### src/rtl/demux_1to4_buf_if.sv
// Bus bundle for demux_1to4_buf: one tagged valid/ready input channel
// and four valid/ready output lanes, each carrying its delivered-word counter.
interface demux_1to4_buf_if #(
    parameter int d_width = 32
);
    logic                      i_valid;
    logic                      o_ready;
    logic [d_width-1:0]        i_data;
    logic [1:0]                i_select;
    logic [3:0]                o_valid;
    logic [3:0]                i_ready;
    logic [3:0][d_width-1:0]   o_data;
    logic [3:0][15:0]          o_cnt;

    modport slave (
        input  i_valid, i_data, i_select, i_ready,
        output o_ready, o_valid, o_data, o_cnt
    );

    modport master (
        output i_valid, i_data, i_select, i_ready,
        input  o_ready, o_valid, o_data, o_cnt
    );
endinterface

### src/rtl/demux_1to4_buf.sv
// Buffered 1-to-4 demux: 2-entry FIFO of {select, data} feeding four lanes.
// Define DEMUX_1TO4_STATS_EN to build the per-lane delivered-word counters.

module demux_1to4_buf_lane #(
    parameter int d_width = 32
) (
    input  logic               i_clk,
    input  logic               i_rst,
    input  logic               hit,
    input  logic [d_width-1:0] head_data,
    input  logic               i_ready,
    output logic               o_valid,
    output logic [d_width-1:0] o_data,
    output logic [15:0]        o_cnt,
    output logic               pop
);
    assign o_valid = hit;
    assign o_data  = hit ? head_data : '0;
    assign pop     = hit && i_ready;

`ifdef DEMUX_1TO4_STATS_EN
    logic [15:0] cnt_q;
    always_ff @(posedge i_clk) begin
        if (i_rst)
            cnt_q <= '0;
        else if (pop)
            cnt_q <= cnt_q + 16'd1;
    end
    assign o_cnt = cnt_q;
`else
    logic unused_clk_rst;
    assign unused_clk_rst = i_clk ^ i_rst;
    assign o_cnt          = '0;
`endif
endmodule

module demux_1to4_buf #(
    parameter int d_width = 32
) (
    input  logic           i_clk,
    input  logic           i_rst,
    demux_1to4_buf_if.slave bus
);
    localparam int NUM_LANES = 4;

    // State value doubles as the occupancy count.
    typedef enum logic [1:0] {
        EMPTY = 2'd0,
        ONE   = 2'd1,
        FULL  = 2'd2
    } state_t;

    state_t                   state, state_nxt;
    logic [1:0][d_width+1:0]  mem;
    logic                     wr_ptr, rd_ptr;
    logic                     push, pop, nonempty;
    logic [1:0]               head_sel;
    logic [d_width-1:0]       head_data;
    logic [NUM_LANES-1:0]     lane_pop;

    assign bus.o_ready = !i_rst && (state != FULL);
    assign push        = bus.i_valid && bus.o_ready;
    assign nonempty    = (state != EMPTY);
    assign head_sel    = mem[rd_ptr][d_width+1:d_width];
    assign head_data   = mem[rd_ptr][d_width-1:0];
    assign pop         = |lane_pop;

    always_comb begin
        state_nxt = state;
        case (state)
            EMPTY: if (push) state_nxt = ONE;
            ONE: begin
                if (push && !pop)      state_nxt = FULL;
                else if (pop && !push) state_nxt = EMPTY;
            end
            FULL:  if (pop) state_nxt = ONE;
            default: state_nxt = EMPTY;
        endcase
    end

    always_ff @(posedge i_clk) begin
        if (i_rst) begin
            state  <= EMPTY;
            wr_ptr <= 1'b0;
            rd_ptr <= 1'b0;
        end else begin
            state <= state_nxt;
            if (push) wr_ptr <= ~wr_ptr;
            if (pop)  rd_ptr <= ~rd_ptr;
        end
    end

    // Payload storage is left uncleared; occupancy alone decides what is visible.
    always_ff @(posedge i_clk) begin
        if (push)
            mem[wr_ptr] <= {bus.i_select, bus.i_data};
    end

    for (genvar k = 0; k < NUM_LANES; k++) begin : g_lane
        demux_1to4_buf_lane #(.d_width(d_width)) u_lane (
            .i_clk     (i_clk),
            .i_rst     (i_rst),
            .hit       (nonempty && (head_sel == 2'(k))),
            .head_data (head_data),
            .i_ready   (bus.i_ready[k]),
            .o_valid   (bus.o_valid[k]),
            .o_data    (bus.o_data[k]),
            .o_cnt     (bus.o_cnt[k]),
            .pop       (lane_pop[k])
        );
    end
endmodule
### src/flat_wrapper.sv
// flat-port wrapper written by rule: the top's interface ports become plain ports
module demux_1to4_buf_flat 
#(
    parameter int d_width = 32
)
  (i_clk, i_rst, bus_i_valid, bus_i_data, bus_i_select, bus_i_ready, bus_o_ready, bus_o_valid, bus_o_data, bus_o_cnt);
  demux_1to4_buf_if #(.d_width(d_width)) bus_i ();
  input  logic i_clk;
  input  logic i_rst;
  input wire logic [$bits(bus_i.i_valid)-1:0] bus_i_valid;
  input wire logic [$bits(bus_i.i_data)-1:0] bus_i_data;
  input wire logic [$bits(bus_i.i_select)-1:0] bus_i_select;
  input wire logic [$bits(bus_i.i_ready)-1:0] bus_i_ready;
  output wire logic [$bits(bus_i.o_ready)-1:0] bus_o_ready;
  output wire logic [$bits(bus_i.o_valid)-1:0] bus_o_valid;
  output wire logic [$bits(bus_i.o_data)-1:0] bus_o_data;
  output wire logic [$bits(bus_i.o_cnt)-1:0] bus_o_cnt;
  assign bus_i.i_valid = bus_i_valid;
  assign bus_i.i_data = bus_i_data;
  assign bus_i.i_select = bus_i_select;
  assign bus_i.i_ready = bus_i_ready;
  assign bus_o_ready = bus_i.o_ready;
  assign bus_o_valid = bus_i.o_valid;
  assign bus_o_data = bus_i.o_data;
  assign bus_o_cnt = bus_i.o_cnt;
  demux_1to4_buf #(.d_width(d_width)) u_core (.i_clk(i_clk), .i_rst(i_rst), .bus(bus_i));
endmodule
### config.mk
export PLATFORM = sky130hd
export DESIGN_NAME = demux_1to4_buf_flat
export DESIGN_NICKNAME = d
export VERILOG_FILES = /design/src/rtl/demux_1to4_buf_if.sv /design/src/rtl/demux_1to4_buf.sv /design/src/flat_wrapper.sv
export SDC_FILE = /design/constraint.sdc
export NUM_CORES = 1
export LEC_CHECK = 0
export CORE_MARGIN = 2
export CORE_UTILIZATION = 40
export CTS_CLUSTER_SIZE = 12
export DETAILED_ROUTE_END_ITERATION = 6
export PLACE_DENSITY = 0.82
export SLEW_MARGIN = 10
export SYNTH_ARGS = -nofsm -noshare
export SYNTH_HDL_FRONTEND = slang
export SYNTH_HIERARCHICAL = 1
export SYNTH_SLANG_ARGS = --single-unit
export TNS_END_PERCENT = 50
### constraint.sdc
create_clock -name i_clk -period 2.35 [get_ports i_clk]
set_input_delay 0.47 -clock i_clk [delete_from_list [all_inputs] [get_ports i_clk]]
set_output_delay 0.47 -clock i_clk [all_outputs]
set_load 0.03 [all_outputs]
Word-level counts from Yosys, hierarchy flattened. Cells that the tools add are included.

Bits in registers: 72. Bits of input ports: 41. Output and inout port bits: 197. Logic and storage cells: 54.

Order comparisons: 3. Equal/unequal tests: 9. Muxes and demuxes: 14. Bitwise operators: 2. Reduce and logical (&&, ||, !) cells: 21.

Operators with widths (number): $mux 32 (4); $mux 34 (3); $bwmux 68 (1); $demux 34 s1 (1); $logic_and 1x1->1 (13); $mux 2 (4); $eq 2x2->1 const B (3); $pmux 2 s3 (1); $eq 2x1->1 const B (2); $logic_not 2->1 (2); $lt 1x2->1 const B (2); $ne 2x1->1 const B (2); $reduce_or 4->1 (1); $logic_not 1->1 (3); $ne 3x1->1 const B (1); $reduce_and 3->1 (1); $ne 2x2->1 const B (1); $not 1->1 (2); $reduce_bool 2->1 (1); $ge 1x1->1 const B (1).

Depth between registers and ports, before layout. Gate-level depths: netlist of the first run.

Depth after elaboration: 10. Gate-level depth with buffers: 10. Gate-level depth less buffers: 9.

Cells and area by module. Netlist of the first run, hierarchy kept.

By module, submodules not included: demux_1to4_buf (times used 1, cells each 134, area an instance 2762.6 µm², seq. area each 2122.0 µm²); demux_1to4_buf_lane (times used 4, cells each 54, area an instance 394.1 µm², seq. area each 0.0 µm²).

Worst setup path before layout of the first run. Ideal clock, no wire load.

Kind: input to register. From: input i_rst. To: register u_core/mem[0] (netlist bit), enable pin. Setup time: 0.409 ns. Arrival: 1.701 ns. Required time: 1.941 ns. Setup slack: 0.239 ns. Stages: 1. Buffers on the path: 0. Cell sequence: nor4b_4.

Longest elaborated chain between the ends: 3.

Ends and longest elaborated chain: start: declaration (line flat_wrapper.sv:9) `input logic i_rst;`; $logic_not 1->1 (line demux_1to4_buf.sv:61) `assign bus.o_ready = !i_rst && (state != FULL);`; $logic_and 1x1->1 (line demux_1to4_buf.sv:61); $logic_and 1x1->1 (line demux_1to4_buf.sv:62) `assign push = bus.i_valid && bus.o_ready;`; end signal: indexed assignment (line demux_1to4_buf.sv:96) `mem[wr_ptr] <= {bus.i_select, bus.i_data};`; end: declaration (line demux_1to4_buf.sv:54) `logic [1:0][d_width+1:0] mem;`.

No other way between the ends. A chain may end at the register's enable or synchronous reset.

Final worst setup path of the first run.
From: register u_core.rd_ptr. To: register u_core.state[1].

Longest elaborated chain between the ends: 10. Elaborated cells on any way between the ends: 23. Those cells by class: 5 x eq/ne; 4 x mux; 14 x reduce/logical.

Ends and longest elaborated chain: start: declaration (line demux_1to4_buf.sv:55) `logic wr_ptr, rd_ptr;`; start signal: assignment (line demux_1to4_buf.sv:89) `if (pop) rd_ptr <= ~rd_ptr;`; $mux 34 (implied by the code) * (line demux_1to4_buf.sv:64) `assign head_sel = mem[rd_ptr][d_width+1:d_width];`; $mux 34 *; $eq 2x2->1 * (line demux_1to4_buf.sv:103) `.hit (nonempty && (head_sel == 2'(k))),`; $logic_and 1x1->1 * (line demux_1to4_buf.sv:103); $logic_and 1x1->1 * (line demux_1to4_buf.sv:19) `assign pop = hit && i_ready;`; named net u_core.lane_pop[2] (line demux_1to4_buf.sv:59) `logic [NUM_LANES-1:0] lane_pop;`; $reduce_or 4->1 * (line demux_1to4_buf.sv:66) `assign pop = |lane_pop;`; $logic_not 1->1 (line demux_1to4_buf.sv:73) `if (push && !pop) state_nxt = FULL;`; $logic_and 1x1->1 (line demux_1to4_buf.sv:73); $ne 3x1->1 (no line) or $mux 2 (tied branches); $reduce_and 3->1 (no line) or $pmux 2 s3 (tied branches); end signal: assignment (line demux_1to4_buf.sv:87) `state <= state_nxt;`; end: declaration (line demux_1to4_buf.sv:53) `state_t state, state_nxt;`.

The timed path passes the listed nets; every way through them passes the cells marked *. The select of a mux whose other input is x is not followed.

==> summary.txt, run 1 <==
slowest CP cell = dfxtp_4
I/O Pins = 238
syn_area_per_cell = 12.4 um2
Post-Syn Instances = 350
1st-pass router iterations = 4
1st-iter DRT viols = 105
Total GRT Usage = 0.177
final setup violation count = 7
Max-Cap Viols = 0
DIE AREA = 0.0117 mm2
critical path's most frequent cell = buf_4
die height = 108 um
Worst Setup Start Kind = register
crit path DAT = 2660 ps
Placer Congestion = 0.764
vias = 3,020
final wirelength = 10,600 um
fin. max-slew vios = 0
fin util = 0.582
placed inst area = 0.00568 mm2
CTS tree = yes
crit path max fanout = 5
Seq/Total Area, Yosys = 0.489
WP buf/inv = 2
layout cells sized above 1 = 0.654
worst setup margin = -30.1 ps
hold depth = 2
Min-Delay Path Class = reg -> reg
Starting Density = 0.406
die width = 108 um
Tmin final = 2380 ps
fin crit share = 1.01
WL/cell = 15.5 um
Final ANT Viol Nets = 0
Post-Syn Area = 0.00434 mm2
leak pwr = 0.00275 uW
Crit path depth = 10
CP Cell Sequence = mux2i_4 -> buf_4 -> nor2_4 -> buf_4 -> and2_2 -> nor4_4 -> ha_1 -> nor4bb_1 -> a21oi_1 -> nor2_1
failing checks = negative setup slack
post-synthesis cell type count = 28
worst-skew pair later-pin latency = 340 ps
post-route cell area = 0.00622 mm2
CP Capture Type = register
row count = 38
Core Box Area = 0.0107 mm2
port bufs = 173
Area growth, synth to finish = 43.4%
worst r2r path cells = 10
global-route wire length before repair = 15,500 um
CTS sink cnt = 72
Peak Freq = 420 MHz
Worst VDD drop = 0.000304 V
crit path kind = reg -> reg
Remaining Overflow, GRT = 0
H-tree depth = 3
Avg Vias per Cell = 4.42
Final Hold Fails = 0
outcome = finished, violations left
Clock Path Buffers = 2
Cell Pwr Density = 556 mW/mm2
Clock Skews = 3.63 ps
YS warnings = 6
delay-heaviest family, CP = simple AND/OR/NAND/NOR gates
number of global-route vias before repair = 3,045
antenna cells = 0
root buf cell = clkbuf_8
post-DP HPWL = 7560 um
CTS Hold Bufs = 0
initial antenna violation count = 0
Final Net Count = 581
# DRC = 0
Clk pin slew, worst setup/hold paths = 80 ps
CTS Buf Count = 9
RSZ-0062 raised after global routing = yes
largest net degree at the start of global routing = 34
WP data required = 2630 ps
max incr delay on CP = 400 ps
synthesized flop and latch total = 72
## worst reg2reg max path, stage by stage (launching register included)
cell and delay (ps):
dfxtp_4 400, mux2i_4 290, buf_4 160, nor2_4 60, buf_4 160, and2_2 190
nor4_4 290, ha_1 300, nor4bb_1 340, a21oi_1 70, nor2_1 90
## Yosys cell counts
library cell    n  share of area
a21oi_1         1         0.0012
and2_1          1         0.0014
and2_2        132           0.23
buf_4          68           0.12
buf_6           4          0.010
clkbuf_2       12          0.014
conb_1          4         0.0035
dfxtp_1         4          0.018
edfxtp_1       68           0.47
ha_1            1         0.0029
inv_2           1        0.00086
mux2_2         32          0.083
mux2i_1         1         0.0023
mux2i_2         1         0.0032
mux2i_4         1         0.0052
nand2b_1        2         0.0029
nor2_1          6         0.0052
nor2b_4         1         0.0032
nor3_1          1         0.0012
nor3_2          1         0.0023
nor3b_2         1         0.0029
nor4_4          1         0.0049
nor4b_4         1         0.0055
nor4bb_1        1         0.0023
o21ai_0         1         0.0012
o21bai_1        1         0.0017
o32ai_1         1         0.0020
xor2_1          1         0.0020
## what timing repair did
action / CTS / global route
pin swaps: 4 / 4
setup endpoints to repair: 131 / 129
gates cloned: 3 / 0
setup buffers: 7 / 2
resized for setup: 63 / 21
## power by group
group	leakage (uW)	total (uW)	internal, uW	switching (uW)
clock network	0.000104	987	501	486
logic	0.00199	990	399	591
registers	0.000658	1490	1460	23.1
## area by class of cell
class	instances	area [um2]
Fill cell	862	4470
Clock buffer	9	124
Inverter	1	3.75
Multi-Input combinational cell	253	1900
Tap cell	140	175
Timing Repair Buffer	202	1820
Clock inverter	7	78.8
Sequential cell	72	2130
## path summary, 6_finish.rpt
kind | startpoint | end | slack, ps
max | u_core/rd_ptr$_SDFFE_PP0P_ | u_core/state[1]$_SDFFE_PP0P_ | -30
min | u_core/wr_ptr$_SDFFE_PP0N_ | u_core/wr_ptr$_SDFFE_PP0N_ | 520
max reg2reg | u_core/rd_ptr$_SDFFE_PP0P_ | u_core/state[1]$_SDFFE_PP0P_ | -30
min reg2reg | u_core/wr_ptr$_SDFFE_PP0N_ | u_core/wr_ptr$_SDFFE_PP0N_ | 520
## flip-flops by register name (all words and copies together), names as in the netlist
name / cells
u_core/mem: 68
u_core/wr_ptr: 1
u_core/rd_ptr: 1
u_core/state: 2
## cells in the final DEF (no fill, tap or decap), types with 2 or more instances in the layout
cell type / Yosys / layout
clkinv_4: 0 / 3
buf_4: 68 / 117
nor2_4: 0 / 2
and2_4: 0 / 28
buf_6: 4 / 38
clkdlybuf4s50_1: 0 / 41
and2_2: 132 / 105
buf_8: 0 / 4
inv_6: 0 / 2
buf_12: 0 / 2
edfxtp_1: 68 / 68
mux2_2: 32 / 32
dfxtp_1: 4 / 2
clkbuf_8: 0 / 9
nand2b_1: 2 / 2
nor2_1: 6 / 4
mux2i_4: 1 / 2
conb_1: 4 / 64
## routing by layer
metal / GRT usage / vias up / wire length, um
met5: 0 / - / 0
met4: 0.0604 / 0 / 155
met3: 0.0458 / 12 / 816
met2: 0.316 / 173 / 5470
met1: 0.205 / 1430 / 4130
li1: - / 1405 / -
## cell families (layout without fill, tap and decap cells)
| logic type | count (synthesis) | after routing | share of synthesized area |
|---|---|---|---|
| AOI/OAI and AO/OA | 4 | 4 | 0.00605 |
| xor gates and xnor gates | 1 | 1 | 0.00202 |
| and+or+nand+nor | 148 | 148 | 0.260 |
| DFF | 72 | 72 | 0.489 |
| buffers and inverters | 85 | 219 | 0.143 |
| muxes | 35 | 35 | 0.0937 |
| adders and majority gates | 1 | 1 | 0.00288 |
| other | 4 | 64 | 0.00346 |
## through the flow
stage	total power, uW	setup slack, ps	TNS, ps	instances	hold slack (ps)
after floorplan	2210	239	0	410	486
after global placement	2400	160	0	656	503
after detailed placement	2420	99.6	0	656	505
after CTS	3470	-30.5	-288	682	518
after global routing	3600	-169	-5970	684	552
final	3460	-30.1	-58.1	684	519
Power figures use the tool's default switching activity.
==> run 2: changes to the inputs <==
Settings changed: CORE_AREA from default to 2 2 92 94, CORE_MARGIN 2 to default, CORE_UTILIZATION 40 to default, DIE_AREA from default to 0 0 94 96, DONT_BUFFER_PORTS from default to 1, PLACE_DENSITY 0.82 to 0.69.
==> run 2 against run 1 <==
  * The flow now finishes without violations
  * Setup slack gained 87 ps
  * Wire length shrank 19%
  * Combinational power shrank 21%
  * Non-clock buffer count shrank 179
  * Sequential share of layout area grew 11 points
  * Power shrank 5.6%
  * First-iteration DRC count shrank 19%
==> summary.txt, run 2 (synthesis results as in run 1) <==
H-tree depth = 3 (unchanged)
slowest CP cell = dfxtp_4
layout cells sized above 1 = 0.595 (-0.0599)
row count = 33 (-13%)
outcome = finished clean
measured slew at the worst slew-check pin = 545 ps
Placer Congestion = 0.757 (-0.89%)
CTS sink cnt = 72 (unchanged)
Final Net Count = 402 (-31%)
most flop-heavy register = u_core/mem
internal reg-to-reg setup slack = 60 ps (+90 ps)
non-filler instance count after layout = 472 (-31%)
fin crit share = 0.976 (-0.0368)
post-DP HPWL = 5570 um (-26%)
Top Registers = u_core/mem (68), u_core/state (2)
Min-Delay Path Class = in -> reg
total power = 3270 uW (-5.6%)
port bufs = 0 (-100%)
vias = 2,329 (-23%)
Final Hold Fails = 0 (unchanged)
Core Box Area = 0.00805 mm2 (-25%)
Avg Vias per Cell = 4.93 (+12%)
Worst Setup Start Kind = register
Worst VDD drop = 0.000365 V (+20%)
root buf cell = clkbuf_8
Total GRT Usage = 0.168 (-0.00870)
largest net degree at the start of global routing = 34 (unchanged)
Final ANT Viol Nets = 0 (unchanged)
DIE AREA = 0.00902 mm2 (-23%)
Max-Cap Viols = 0 (unchanged)
Tmin final = 2290 ps (-86.5 ps)
CTS Buf Count = 9 (unchanged)
Remaining Overflow, GRT = 0 (unchanged)
fillcell total = 647 (-25%)
1st-pass router iterations = 5 (+1)
fin. max-slew vios = 0 (unchanged)
RSZ-0062 raised after global routing = yes
commonest non-fill, non-tap cell in the layout = and2_4
initial antenna violation count = 3 (+3)
crit path DAT = 2570 ps (-90 ps)
Clock Path Buffers = 2 (unchanged)
crit path max fanout = 4 (-1)
placed cell count = 443 (-32%)
WP data required = 2630 ps (about the same)
max FFs per register = 68 (unchanged)
die width = 94 um (-13%)
1st-iter DRT viols = 85 (-19%)
final setup violation count = 0 (-7)
sum of negative setup slack = 0 ps (+58.1 ps)
I/O Pins = 238 (unchanged)
post-route cell area = 0.00469 mm2 (-25%)
CTS tree = yes
Clock Skews = 6.45 ps (+2.82 ps)
commonest non-fill, non-tap cells in the layout = and2_4 (72), edfxtp_1 (68), conb_1 (64)
CP Cell Sequence = mux2i_4 -> buf_6 -> nor3_4 -> buf_6 -> and2_4 -> nor4_4 -> ha_1 -> nor4bb_2 -> a21oi_1 -> nor2_1
worst-skew pair later-pin latency = 350 ps (about the same)
final wirelength = 8550 um (-19%)
CP Capture Type = register
# DRC = 0 (unchanged)
max incr delay on CP = 400 ps (about the same)
Starting Density = 0.539 (+0.133)
FF+latch area = 0.00213 mm2 (about the same)
critical path's most frequent cell = buf_6
WL/cell = 18.1 um (+17%)
slew margin rel. = 0.635
Cell Pwr Density = 696 mW/mm2 (+25%)
Area growth, synth to finish = 8.13%
placed inst area = 0.00420 mm2 (-26%)
crit path kind = reg -> reg
Peak Freq = 436 MHz (+3.8%)
Clk pin slew, worst setup/hold paths = 70 ps (about the same)
global-route wire length before repair = 11,100 um (-29%)
die height = 96 um (-11%)
area of the multi-input gates = 0.00195 mm2 (+2.7%)
number of global-route vias before repair = 2,022 (-34%)
leak pwr = 0.00185 uW (-33%)
[run 2: repair_timing]
item                                    4_1_cts  5_1_grt
endpoints found under the setup margin       96      128
resized for setup                            50       41
hold buffers                                  0        0
buffers inserted                              3        5
cloned                                        1        2
endpoints found under the hold margin         0        0
pin swaps                                     1        6
[run 2: report_power, final]
part / internal (uW) / switching [uW] / leakage [uW]
sequential: 1460 / 22.1 / 0.000658
clock: 551 / 449 / 0.000103
combinational: 242 / 541 / 0.00109
[run 2: stage by stage]
stage	hold slack, ps	setup WS [ps]	utilization
4_1_cts	178	-35.4	0.562
3_3_place_gp	497	244	0.522
5_1_grt	179	-60.2	0.583
3_5_place_dp	508	161	0.522
6_report	191	56.4	0.583
2_1_floorplan	486	239	-
[run 2: layer usage]
layer  share of wire  global-route usage  wire [um]
met1            0.37               0.191       3180
met5          0.0013                   0         11
met3           0.093              0.0681        795
met4           0.014              0.0725        116
met2            0.52               0.281       4450
[run 2: layout make-up]
| class | instances | area share |
|---|---|---|
| Timing Repair Buffer | 23 | 0.0576 |
| Clock inverter | 4 | 0.0109 |
| Tap cell | 105 | 0.0280 |
| Inverter | 1 | 0.000800 |
| Sequential cell | 72 | 0.453 |
| Multi-Input combinational cell | 253 | 0.415 |
| Antenna cell | 2 | 0.00107 |
| Clock buffer | 12 | 0.0331 |
[run 2: worst paths after layout]
kind / from / to / depth (start not counted)
worst max register to register: u_core/rd_ptr$_SDFFE_PP0P_ / u_core/state[1]$_SDFFE_PP0P_ / 10
worst min register to register: u_core/wr_ptr$_SDFFE_PP0N_ / u_core/wr_ptr$_SDFFE_PP0N_ / 2
worst min-delay path: i_rst / u_core/state[1]$_SDFFE_PP0P_ / 1
worst max-delay path: u_core/rd_ptr$_SDFFE_PP0P_ / u_core/state[1]$_SDFFE_PP0P_ / 10
[run 2: worst max-delay path: cells and delay by family (launching register included)]
family	cells	cell delay (ps)
and+or+nand+nor	5	900
DFF	1	400
adders and majority gates	1	310
muxes	1	290
buffers and inverters	2	280
AOI/OAI and AO/OA	1	70
